<file path="src/rtl/qam_stream_mapper.sv">
// Byte stream to Gray-coded BPSK/QPSK/16QAM/64QAM I/Q symbol mapper.
// Valid/ready on both sides, per-frame mode lock, zero padding of the final symbol.
module qam_stream_mapper #(
  parameter int unsigned W   = 8,
  parameter int unsigned AMP = 1
) (
  input  logic             clk,
  input  logic             rst,
  input  logic [1:0]       cfg_mode,
  input  logic [7:0]       s_data,
  input  logic             s_valid,
  input  logic             s_last,
  output logic             s_ready,
  output logic [2*W-1:0]   m_data,
  output logic             m_valid,
  output logic             m_last,
  input  logic             m_ready,
  output logic             busy
);

  localparam int unsigned ACC_W = 16;
  localparam int unsigned CNT_W = 5;
  localparam int          AMP_S = int'(AMP);

  if (7 * AMP > (2 ** (W - 1)) - 1) begin : g_amp_check
    $error("qam_stream_mapper: 7*AMP does not fit signed W");
  end

  logic [ACC_W-1:0] acc_q, acc_d;
  logic [CNT_W-1:0] count_q, count_d;
  logic [1:0]       mode_q, mode_d;
  logic             pend_last_q, pend_last_d;
  logic             busy_q, busy_d;
  logic [2*W-1:0]   m_data_q, m_data_d;
  logic             m_valid_q, m_valid_d;
  logic             m_last_q, m_last_d;

  logic [CNT_W-1:0] bps, used, cnt_rem;
  logic             accept, emit, is_last;
  logic [5:0]       sym;
  logic signed [3:0] lvl_i, lvl_q;
  logic [W-1:0]     i_val, q_val;
  logic [ACC_W-1:0] acc_shift;

  // 64QAM Gray triple to level: 000 -7 ... 100 +7
  function automatic logic signed [3:0] lvl64(input logic [2:0] b);
    case (b)
      3'b000:  lvl64 = -4'sd7;
      3'b001:  lvl64 = -4'sd5;
      3'b011:  lvl64 = -4'sd3;
      3'b010:  lvl64 = -4'sd1;
      3'b110:  lvl64 = 4'sd1;
      3'b111:  lvl64 = 4'sd3;
      3'b101:  lvl64 = 4'sd5;
      default: lvl64 = 4'sd7;
    endcase
  endfunction

  always_comb begin
    bps       = CNT_W'(1);
    lvl_i     = 4'sd0;
    lvl_q     = 4'sd0;
    acc_d     = acc_q;
    count_d   = count_q;
    mode_d    = mode_q;
    pend_last_d = pend_last_q;
    busy_d    = busy_q;
    m_data_d  = m_data_q;
    m_valid_d = m_valid_q;
    m_last_d  = m_last_q;

    case (mode_q)
      2'd0:    bps = CNT_W'(1);
      2'd1:    bps = CNT_W'(2);
      2'd2:    bps = CNT_W'(4);
      default: bps = CNT_W'(6);
    endcase

    s_ready = (count_q <= CNT_W'(8)) && !pend_last_q;
    accept  = s_valid && s_ready;
    emit    = ((count_q >= bps) || (pend_last_q && (count_q != '0))) && (!m_valid_q || m_ready);
    used    = emit ? ((count_q < bps) ? count_q : bps) : '0;
    is_last = emit && pend_last_q && (count_q <= bps);
    cnt_rem = count_q - used;
    acc_shift = acc_q << used;
    sym     = acc_q[ACC_W-1 -: 6];

    // Bits below the valid count are always zero, so padding is implicit
    case (mode_q)
      2'd0: lvl_i = sym[5] ? 4'sd1 : -4'sd1;
      2'd1: begin
        lvl_i = sym[5] ? 4'sd1 : -4'sd1;
        lvl_q = sym[4] ? -4'sd1 : 4'sd1;
      end
      2'd2: begin
        case (sym[5:4])
          2'b00:   lvl_i = -4'sd3;
          2'b01:   lvl_i = -4'sd1;
          2'b11:   lvl_i = 4'sd1;
          default: lvl_i = 4'sd3;
        endcase
        case (sym[3:2])
          2'b00:   lvl_q = 4'sd3;
          2'b01:   lvl_q = 4'sd1;
          2'b11:   lvl_q = -4'sd1;
          default: lvl_q = -4'sd3;
        endcase
      end
      default: begin
        lvl_i = lvl64(sym[5:3]);
        lvl_q = -lvl64(sym[2:0]);
      end
    endcase
    i_val = W'(int'(lvl_i) * AMP_S);
    q_val = W'(int'(lvl_q) * AMP_S);

    acc_d   = acc_shift;
    count_d = cnt_rem;
    if (accept) begin
      acc_d       = acc_shift | ({s_data, 8'h00} >> cnt_rem);
      count_d     = cnt_rem + CNT_W'(8);
      pend_last_d = s_last;
      if (!busy_q) begin
        mode_d = cfg_mode;
        busy_d = 1'b1;
      end
    end
    if (is_last) begin
      pend_last_d = 1'b0;
      busy_d      = 1'b0;
    end

    if (emit) begin
      m_data_d  = {q_val, i_val};
      m_valid_d = 1'b1;
      m_last_d  = is_last;
    end else if (m_ready) begin
      m_valid_d = 1'b0;
      m_last_d  = 1'b0;
    end
  end

  always_ff @(posedge clk or posedge rst) begin
    if (rst) begin
      acc_q       <= '0;
      count_q     <= '0;
      mode_q      <= '0;
      pend_last_q <= 1'b0;
      busy_q      <= 1'b0;
      m_data_q    <= '0;
      m_valid_q   <= 1'b0;
      m_last_q    <= 1'b0;
    end else begin
      acc_q       <= acc_d;
      count_q     <= count_d;
      mode_q      <= mode_d;
      pend_last_q <= pend_last_d;
      busy_q      <= busy_d;
      m_data_q    <= m_data_d;
      m_valid_q   <= m_valid_d;
      m_last_q    <= m_last_d;
    end
  end

  assign m_data  = m_data_q;
  assign m_valid = m_valid_q;
  assign m_last  = m_last_q;
  assign busy    = busy_q;

endmodule

</file>
<file path="config.mk">
export PLATFORM = sky130hd
export DESIGN_NAME = qam_stream_mapper
export DESIGN_NICKNAME = d
export VERILOG_FILES = /design/src/rtl/qam_stream_mapper.sv
export SDC_FILE = /design/constraint.sdc
export NUM_CORES = 1
export LEC_CHECK = 0
export ABC_AREA = 1
export BUFFER_PORTS_ARGS = -buffer_cell sky130_fd_sc_hd__buf_2
export CORE_ASPECT_RATIO = 1.25
export CORE_MARGIN = 4
export CORE_UTILIZATION = 53
export DETAILED_ROUTE_END_ITERATION = 8
export PLACE_DENSITY = 0.85
export SLEW_MARGIN = 30
export SYNTH_ARGS = -nofsm -noshare
export SYNTH_HDL_FRONTEND = slang
export SYNTH_SLANG_ARGS = --single-unit
</file>
<file path="constraint.sdc">
create_clock -name clk -period 3.6 [get_ports clk]
set_input_delay 0 -clock clk [delete_from_list [all_inputs] [get_ports clk]]
set_output_delay 0 -clock clk [all_outputs]
set_load 0.01 [all_outputs]
</file>
==> summary.md, run 1 <==
| Metric | Value |
|---|---|
| Area taken by multi-input logic gates | 1690 um^2 |
| DRT Pass-1 Iters | 7 |
| CTS tree | built |
| Port buffer count | 34 |
| Number of synthesized register bits | 35 |
| Status | finished clean |
| CP startpoint kind | flop |
| Critical path required time | approximately 3800 ps |
| Synth Cell Area | between 2000 and 3000 um^2 |
| Via/cell ratio | 5.68 |
| Remaining DRCs | 0 |
| Avg Cell Area, Syn | 6.98 um^2 |
| Commonest non-fill, non-tap cell in the layout | nand2_1 |
| Area after DPL | roughly 3100 um^2 |
| Chip width | ~74 um |
| Final core occ | 62.7% |
| H-Tree Depth | 2 |
| Worst-path maximum fanout | 8 |
| Antenna violation net count after detailed routing | 0 |
| Gr ovfl total | 0 |
| Fillers | 441 |
| Die Height | 90.0 um |
| Final period utilization | 95.1% |
| # IOs | 35 |
| WS Path Type | flop to flop |
| Worst EP arrival | 3600 ps |
| Synth top area cells | dfrtp_1, nand3_1, nand2_1 |
| Most frequent cells in the layout | nand2_1, nand3_1, inv_1 |
| Post-layout min period | 3420 ps |
| Routability Congestion | 0.942 |
| Core area | slightly above 5000 um^2 |
| Post-layout nets | 477 |
| Dominant cell type by area after synthesis | dfrtp_1 |
| Hold Slack | 59.1 ps |
| Post-synthesis sequential area ratio | 30.7% |
| Clock Sinks | 35 |
| # rows | 29 |
| Avg WL per Cell | approximately 14 um |
| Clk root buf | clkbuf_8 |
| Detailed placer's ending HPWL | 5490 um |
| Final Skew | 8.17 ps |
| Initial core utilization | 55.4% |
| First-pass GRT wire length | 11,800 um |
| Die ar. | approximately 6600 um^2 |
| Number of max-cap violations | 0 |
| Initial antenna violation count | 0 |
| Seq. cell area | 878 um^2 |
| FMAX | just under 300 MHz |
| Worst setup EP type | flop |
| Hold Fails Final Rpt | 0 |
| Initial DRC count | ~260 |
| Proportion of netlist area held by the largest area contributor | 30.7% |
| WL final | 7310 um |
| Hold crit path type | input port to flop |
| YS warnings | 0 |
| Layout cells sized above 1 | 17.6% |
| Vias | 2,899 |
| Hold path cells | 3 |
| Largest net degree at the start of global routing | 36 |
| Library cells used by synthesis | 38 |
| CTS Buffer Depth | 2 |
| Max Slew Vio Count | 0 |
| Reg2Reg Depth | 17 |
| Syn-to-layout area delta | 13.3% |
| Final TNS setup | 0 ps |
| Later-pin clock latency in the skew report | 300 ps |
| Post-Synthesis Cells | 409 |
| Num CTS Buffers | 5 |
| Finished Cell Area | 3230 um^2 |
| Vias in the first global route | 2,704 |
| Overall Global Routing Usage | roughly 22% |
| Final setup viols | 0 |
| Diode count | 0 |
| Reg clk slew, reported paths | 80 ps |
final timing paths:
| kind | startpoint | endpoint | slack (ps) |
|---|---|---|---|
| worst max-delay path | mode_q[1] | acc_q[11] | 180 |
| worst min-delay path | s_last | pend_last_q | 60 |
| worst max register to register | mode_q[1] | acc_q[11] | 180 |
| worst min register to register | m_data[0] | m_data[0] | 460 |
| max in group asynchronous | rst | mode_q[0] | 2900 |
| min in group asynchronous | rst | m_valid | 350 |
per-layer routing:
metal  global-route usage (%)  vias to the layer above  wire, um
li1                         -                     1419         -
met1                     25.6                     1328      2860
met2                     38.7                      127      3780
met3                     3.13                       25       445
met4                     10.1                        0       224
met5                        0                        -         0
cell usage after synthesis, drive strengths merged:
master,number
nand2,106
nand3,86
inv,46
dfrtp,35
nor2,28
o21ai,27
buf,18
ha,14
a21oi,9
xor2,6
a31oi,5
o211ai,5
mux2i,3
nand4,3
xnor2,3
clkbuf,2
nor3,2
o21a,2
o31ai,2
or2,2
a41oi,1
clkinv,1
conb,1
fa,1
o221ai,1
state kept, by name, summed over array words and instances (netlist names):
register,cells
m_data,8
busy,1
count_q,5
acc_q,16
pend_last_q,1
mode_q,2
m_valid,1
m_last,1
timing repair:
action / 4_1_cts / 5_1_grt
gates resized for setup: 0 / 8
buffers inserted: 0 / 1
endpoints found under the setup margin: 0 / 14
hold buffers: 4 / 0
endpoints found under the hold margin: 38 / 0
cell type report:
cell class	count	area share, %
well taps	62	2.40
flip-flops and latches	35	27.2
inverters	47	5.53
repair buffers	50	9.67
multi-input cells	308	52.1
clock buffers	8	3.10
cells by family after synthesis:
group           count (synthesis)  share of synthesized area (%)
fa+ha+maj                      15                           6.84
compound gates                 52                           10.5
xor+xnor                        9                           2.76
flops                          35                           30.7
simple gates                  227                           36.9
other cells                     1                          0.131
mux                             3                           1.05
buf+inv                        67                           11.1
worst max-delay path, cell delays in order, from the launching register on:
cell     delay (ps)
dfrtp_2         420
inv_1            80
ha_1            290
nand2_1          60
nand2_1          70
nor2_4          140
nand4_1         260
nand2_4         210
nor2_4           70
ha_1            210
fa_1            430
o21ai_0         240
xor2_1          330
inv_1           140
nand2_1         130
inv_1            90
nand2_1          70
nand3_1          70
stage by stage:
step / setup WS (ps) / cells
floorplan: 390 / 410
global placement: 213 / 497
detailed placement: 83.4 / 497
CTS: 56.7 / 509
global route: -15.2 / 510
finish: 177 / 510
Power of run 1 is not shown: default switching activity piles up to over one toggle a cycle in this logic, so the estimate is an artifact.
==> run 2, diff against run 1 <==
--- a/config.mk
+++ b/config.mk
@@ -5,7 +5,6 @@
 export SDC_FILE = /design/constraint.sdc
 export NUM_CORES = 1
 export LEC_CHECK = 0
-export ABC_AREA = 1
 export BUFFER_PORTS_ARGS = -buffer_cell sky130_fd_sc_hd__buf_2
 export CORE_ASPECT_RATIO = 1.25
 export CORE_MARGIN = 4
==> summary.md, run 2 <==
| Metric | Value |
|---|---|
| Routability Congestion | 0.969 (+2.9%) |
| Worst setup EP type | flop |
| Most common cell in the synthesized netlist | nand2_1 |
| Synth Cell Area | 2950 um^2 (+3.5%) |
| CP startpoint kind | flop |
| HP Start | s_valid |
| Post-synthesis sequential area ratio | 29.6% (-1.0 points) |
| Slew headroom | 51.3% |
| Clk root buf | clkbuf_8 |
| Top reg by flops | acc_q |
| Max Slew Vio Count | 0 (unchanged) |
| Seq. cell area | 878 um^2 (unchanged) |
| Status | finished clean |
| Avg Cell Area, Syn | 8.34 um^2 (+20%) |
| Final Skew | 3.52 ps (-4.65 ps) |
| Die Height | 91.5 um (+1.6%) |
| DRT Pass-1 Iters | 5 (-2) |
| CTS Buffer Depth | 2 (unchanged) |
| Hold Slack | 14.5 ps (-44.6 ps) |
| H-Tree Depth | 2 (unchanged) |
| Commonest non-fill, non-tap cell in the layout | buf_4 |
| Hold Fails Final Rpt | 0 (unchanged) |
| Reg2Reg Depth | 15 (-2) |
| Detailed placer's ending HPWL | 6740 um (+23%) |
| Antenna violation net count after detailed routing | 0 (unchanged) |
| # rows | 30 (+3.4%) |
| Diode count | 0 (unchanged) |
| Avg WL per Cell | 19.4 um (+36%) |
| Most frequent cells in the layout | buf_4, nand2_1, buf_2 |
| Vias | 3,293 (+14%) |
| Hold crit path type | input port to flop |
| Post-layout nets | 459 (-3.8%) |
| First-pass GRT wire length | 14,700 um (+25%) |
| Overall Global Routing Usage | 27.4% (+5.3 points) |
| Met2 Use GR | 46.0% (+7.4 points) |
| Reg-to-Reg Start | mode_q[0] |
| Hold path cells | 3 (unchanged) |
| Layout cells sized above 1 | 30.6% (+13 points) |
| Finished Cell Area | 3740 um^2 (+16%) |
| Largest net degree at the start of global routing | 36 (unchanged) |
| Critical path required time | 3770 ps (about the same) |
| Global-route met3 utilization | 5.43% (+2.3 points) |
| FMAX | 283 MHz (-3.2%) |
| Num CTS Buffers | 5 (unchanged) |
| Worst EP arrival | 3700 ps (+100 ps) |
| Post-layout min period | 3540 ps (+114 ps) |
| R2R Setup Slk | 60 ps (-110 ps) |
| Initial antenna violation count | 0 (unchanged) |
| Via/cell ratio | 6.69 (+18%) |
| Number of synthesized flops with an enable pin | 0 (unchanged) |
| WS Path Type | flop to flop |
| Least-Margin Pin Slew | 726 ps |
| YS warnings | 0 (unchanged) |
| Library cells used by synthesis | 61 (+61%) |
| Busiest grt layer | met2 |
| Number of max-cap violations | 0 (unchanged) |
| WL final | 9550 um (+31%) |
| Worst-path maximum fanout | 6 (-2) |
| FFs w/ async S/R, synth | 100% (unchanged) |
| Die ar. | 6840 um^2 (+3.2%) |
| Synth top cells by count | nand2_1, dfrtp_1, o21ai_0 |
| Final TNS setup | 0 ps (unchanged) |
| Synth Flop Type | dfrtp_1 |
| Port buffer count | 34 (unchanged) |
| Area taken by multi-input logic gates | 2020 um^2 (+20%) |
| Later-pin clock latency in the skew report | 290 ps (about the same) |
| Final setup viols | 0 (unchanged) |
| GR Layer Usage met1 | 33.3% (+7.7 points) |
| Post-Synthesis Cells | 354 (-13%) |
| Initial DRC count | 424 (+62%) |
| Max reg flops | 16 (unchanged) |
| # IOs | 35 (unchanged) |
| Final period utilization | 98.3% (+3.2 points) |
| Chip width | 74.8 um (+1.5%) |
| Proportion of netlist area held by the largest area contributor | 29.6% (-1.0 points) |
| Crit path from | mode_q[0] |
| Synth top area cells | dfrtp_1, ha_1, o21ai_0 |
| Vias in the first global route | 3,080 (+14%) |
| Reg clk slew, reported paths | 70 ps (about the same) |
| Initial core utilization | 54.7% (-0.74 points) |
| Remaining DRCs | 0 (unchanged) |
| Area after DPL | 3410 um^2 (+11%) |
| Gr ovfl total | 0 (unchanged) |
| Dominant cell type by area after synthesis | dfrtp_1 |
| Core area | 5410 um^2 (+4.9%) |
| Syn-to-layout area delta | 26.5% |
| CTS tree | built |
| Reg2Reg Capture Point | acc_q[10] |
| Hold EP | count_q[3] |
| Clock Sinks | 35 (unchanged) |
| Number of synthesized register bits | 35 (unchanged) |
| Fillers | 422 (-4.3%) |
## run 2: cell count changes in the layout (fill, tap and decap cells not counted), moves of 7 or more
cell / delta
mux2i_1: +13
o21ai_0: +7
inv_1: -27
buf_4: +38
nand2_1: -62
nand3_1: -65
## run 2: layout make-up
type                            instances  area share, %
Clock buffer                            6           1.94
Inverter                               18           1.87
Multi-Input combinational cell        279           54.2
Sequential cell                        35           23.5
Tap cell                               64           2.14
Timing Repair Buffer                   90           16.4
## run 2: metal layers
metal  share of wire (%)  wire length [um]  up-vias
li1                    -                 -     1463
met1                  37              3560     1539
met2                  49              4720      225
met3                 8.1               775       66
met4                 5.2               493        0
met5                   0                 0        -
## run 2: worst max-delay path by stage
| stage | to | slack (ps) | depth (start not counted) |
|---|---|---|---|
| after detailed placement | acc_q[5] | 7 | 16 |
| after global placement | acc_q[5] | 90 | 16 |
| after floorplan | acc_q[9] | 2 | 19 |
| after CTS | acc_q[5] | 4 | 16 |
| final | acc_q[10] | 60 | 15 |
| after global routing | acc_q[5] | -70 | 15 |
## run 2: what timing repair did
| item | 4_1_cts | 5_1_grt |
|---|---|---|
| hold buffers | 4 | 0 |
| setup buffers | 1 | 9 |
| cloned | 0 | 1 |
| pin swaps | 1 | 13 |
| resized for setup | 1 | 31 |
| hold endpoints to repair | 38 | 0 |
| endpoints found under the setup margin | 1 | 16 |
## run 2: stage by stage
stage	cells	utilization, %	worst slack (ps)
final	492	69.1	62.5
after global routing	492	69.1	-71.4
after CTS	482	65.5	4.41
after detailed placement	471	63.2	6.72
after global placement	471	63.2	88.7
after floorplan	355	-	2.25
## run 2: kinds of logic after synthesis
logic type      count (synthesis)  synth area share [%]
other cells                     1                 0.127
simple gates                  113                  18.3
fa+ha+maj                      15                  6.61
flops                          35                  29.6
buf+inv                        41                  6.44
compound gates                117                  27.8
xor+xnor                       10                  2.96
mux                            22                  8.09
## run 2: critical path: stages (launching register included)
cell and delay, ps:
dfrtp_2 450, inv_4 80, ha_4 190, nor2b_4 130, o21a_1 230, buf_6 150, buf_4 140, o21ai_2 220
a21oi_4 90, buf_4 160, fa_2 610, inv_1 100, o31a_1 320, nand2_1 80, o21ai_0 140, a221o_1 330
Power of run 2 is left out for the same reason.
==> run 3, diff against run 2 <==
==> constraint.sdc (replaced) <==
create_clock -name clk -period 3.6 [get_ports clk]
set_input_delay 0.72 -clock clk [delete_from_list [all_inputs] [get_ports clk]]
set_output_delay 0.72 -clock clk [all_outputs]
set_load 0.01 [all_outputs]
==> summary.md, run 3 (synthesis gave the netlist of run 2 again) <==
| Metric | Value |
|---|---|
| Vias | 3,124 (-5.1%) |
| Antenna violation net count after detailed routing | 0 (unchanged) |
| WS Path Type | flop to flop |
| Initial core utilization | 54.7% (unchanged) |
| Hold crit path type | flop to flop |
| Most frequent cells in the layout | buf_4, nand2_1, dfrtp_1, buf_2, o21ai_0 |
| Via/cell ratio | 6.43 (-4.0%) |
| Port buffer count | 34 (unchanged) |
| WL final | 9040 um (-5.4%) |
| Detailed placer's ending HPWL | 6820 um (+1.2%) |
| Final TNS setup | 0 ps (unchanged) |
| First-pass GRT wire length | 14,300 um (-3.1%) |
| CP startpoint kind | flop |
| Critical path required time | 3760 ps (about the same) |
| Core area | 5410 um^2 (unchanged) |
| Initial DRC count | 325 (-23%) |
| Diode count | 0 (unchanged) |
| Least-Margin Pin Slew | 789 ps (+62.6 ps) |
| Met2 Use GR | 45.1% (-0.95 points) |
| Layout cells sized above 1 | 30.8% (+0.20 points) |
| Worst-path maximum fanout | 7 (+1) |
| Later-pin clock latency in the skew report | 300 ps (about the same) |
| Top reg by flops | acc_q |
| Die Height | 91.5 um (unchanged) |
| Avg WL per Cell | 18.6 um (-4.3%) |
| Num CTS Buffers | 5 (unchanged) |
| Initial antenna violation count | 0 (unchanged) |
| Worst setup EP type | flop |
| Remaining DRCs | 0 (unchanged) |
| Number of max-cap violations | 0 (unchanged) |
| CTS Buffer Depth | 2 (unchanged) |
| Routability Congestion | 0.958 (-1.1%) |
| Status | finished clean |
| FMAX | 285 MHz (+0.92%) |
| Layout Cells excl Fill | 486 (-1.2%) |
| Final setup margin | 94.8 ps (+32.2 ps) |
| # IOs | 35 (unchanged) |
| Post-layout nets | 451 (-1.7%) |
| DP Worst Slack | 10.8 ps (+4.04 ps) |
| Worst EP arrival | 3660 ps (-40 ps) |
| Largest net degree at the start of global routing | 30 (-17%) |
| Reg clk slew, reported paths | 80 ps (about the same) |
| Max Slew Vio Count | 0 (unchanged) |
| DRT Pass-1 Iters | 5 (unchanged) |
| Gr ovfl total | 0 (unchanged) |
| Global-route met3 utilization | 5.43% (unchanged) |
| Slew headroom | 47.1% (-4.2 points) |
| Final period utilization | 97.4% (-0.90 points) |
| GR Layer Usage met1 | 30.8% (-2.5 points) |
| # hold bufs at CTS | 0 (-4) |
| Final core occ | 68.9% (-0.28 points) |
| Die ar. | 6840 um^2 (unchanged) |
| Syn-to-layout area delta | 26.0% |
| Clock Sinks | 35 (unchanged) |
| CTS tree | built |
| Clk root buf | clkbuf_8 |
| Hold Fails Final Rpt | 0 (unchanged) |
| RSZ-0062 raised after global routing | true |
| H-Tree Depth | 2 (unchanged) |
| Post-layout min period | 3510 ps (-32.2 ps) |
| Max reg flops | 16 (unchanged) |
| Commonest non-fill, non-tap cell in the layout | buf_4 |
| Overall Global Routing Usage | 26.6% (-0.74 points) |
| Vias in the first global route | 3,033 (-1.5%) |
| Chip width | 74.8 um (unchanged) |
| Busiest grt layer | met2 |
| Fillers | 431 (+2.1%) |
| Final Skew | 14.7 ps (+11.2 ps) |
| Post-Place Cells | 474 (+0.64%) |
| Final setup viols | 0 (unchanged) |
| # rows | 30 (unchanged) |
-- run 3: routing by layer --
| metal | share of wire, % | up-vias | wire length [um] |
|---|---|---|---|
| li1 | - | 1445 | - |
| met1 | 37 | 1467 | 3340 |
| met2 | 51 | 168 | 4650 |
| met3 | 7.2 | 44 | 649 |
| met4 | 4.3 | 0 | 393 |
| met5 | 0 | - | 0 |
-- run 3: metrics by stage --
step / hold slack (ps) / cell area [um^2]
6_report: 464 / 3720
3_5_place_dp: 456 / 3440
4_1_cts: 475 / 3550
2_1_floorplan: 493 / 3020
3_3_place_gp: 451 / 3440
5_1_grt: 502 / 3720
-- run 3: path summary, 6_finish.rpt --
path,from,to,slack [ps],depth (start not counted)
worst max-delay path,mode_q[0],acc_q[1],90,17
worst min-delay path,m_data[0],m_data[0],460,1
worst max register to register,mode_q[0],acc_q[1],90,17
worst min register to register,m_data[0],m_data[0],460,1
max in group asynchronous,rst,acc_q[3],2560,3
min in group asynchronous,rst,m_data[11],490,2
-- run 3: worst max-delay path: stages (launching register included) --
cell and delay [ps]:
dfrtp_2 450, nor2_2 150, ha_1 200, nor2b_4 50, o21a_2 240, o31a_1 270
o21ai_2 90, inv_1 110, ha_4 180, fa_2 540, buf_4 180, nand2_1 50
o21ai_0 100, mux2i_1 290, buf_4 170, nor2_1 30, a41oi_1 160, o22ai_1 100
-- run 3: area by class of cell --
| cell class | instances | area, um^2 | area share [%] |
|---|---|---|---|
| inverter | 18 | 70.1 | 1.88 |
| sequential | 35 | 877 | 23.6 |
| timing repair buffer | 82 | 536 | 14.4 |
| clock buffer | 7 | 96.3 | 2.59 |
| multi-input combinational | 279 | 2060 | 55.2 |
| tap | 64 | 80.1 | 2.15 |
| clock inverter | 1 | 7.51 | 0.202 |
-- run 3: what timing repair did --
item,in CTS,in global routing
gates resized for setup,1,32
endpoints found under the setup margin,3,16
setup buffers,0,4
pin swaps,0,11
Power of run 3 is left out for the same reason.
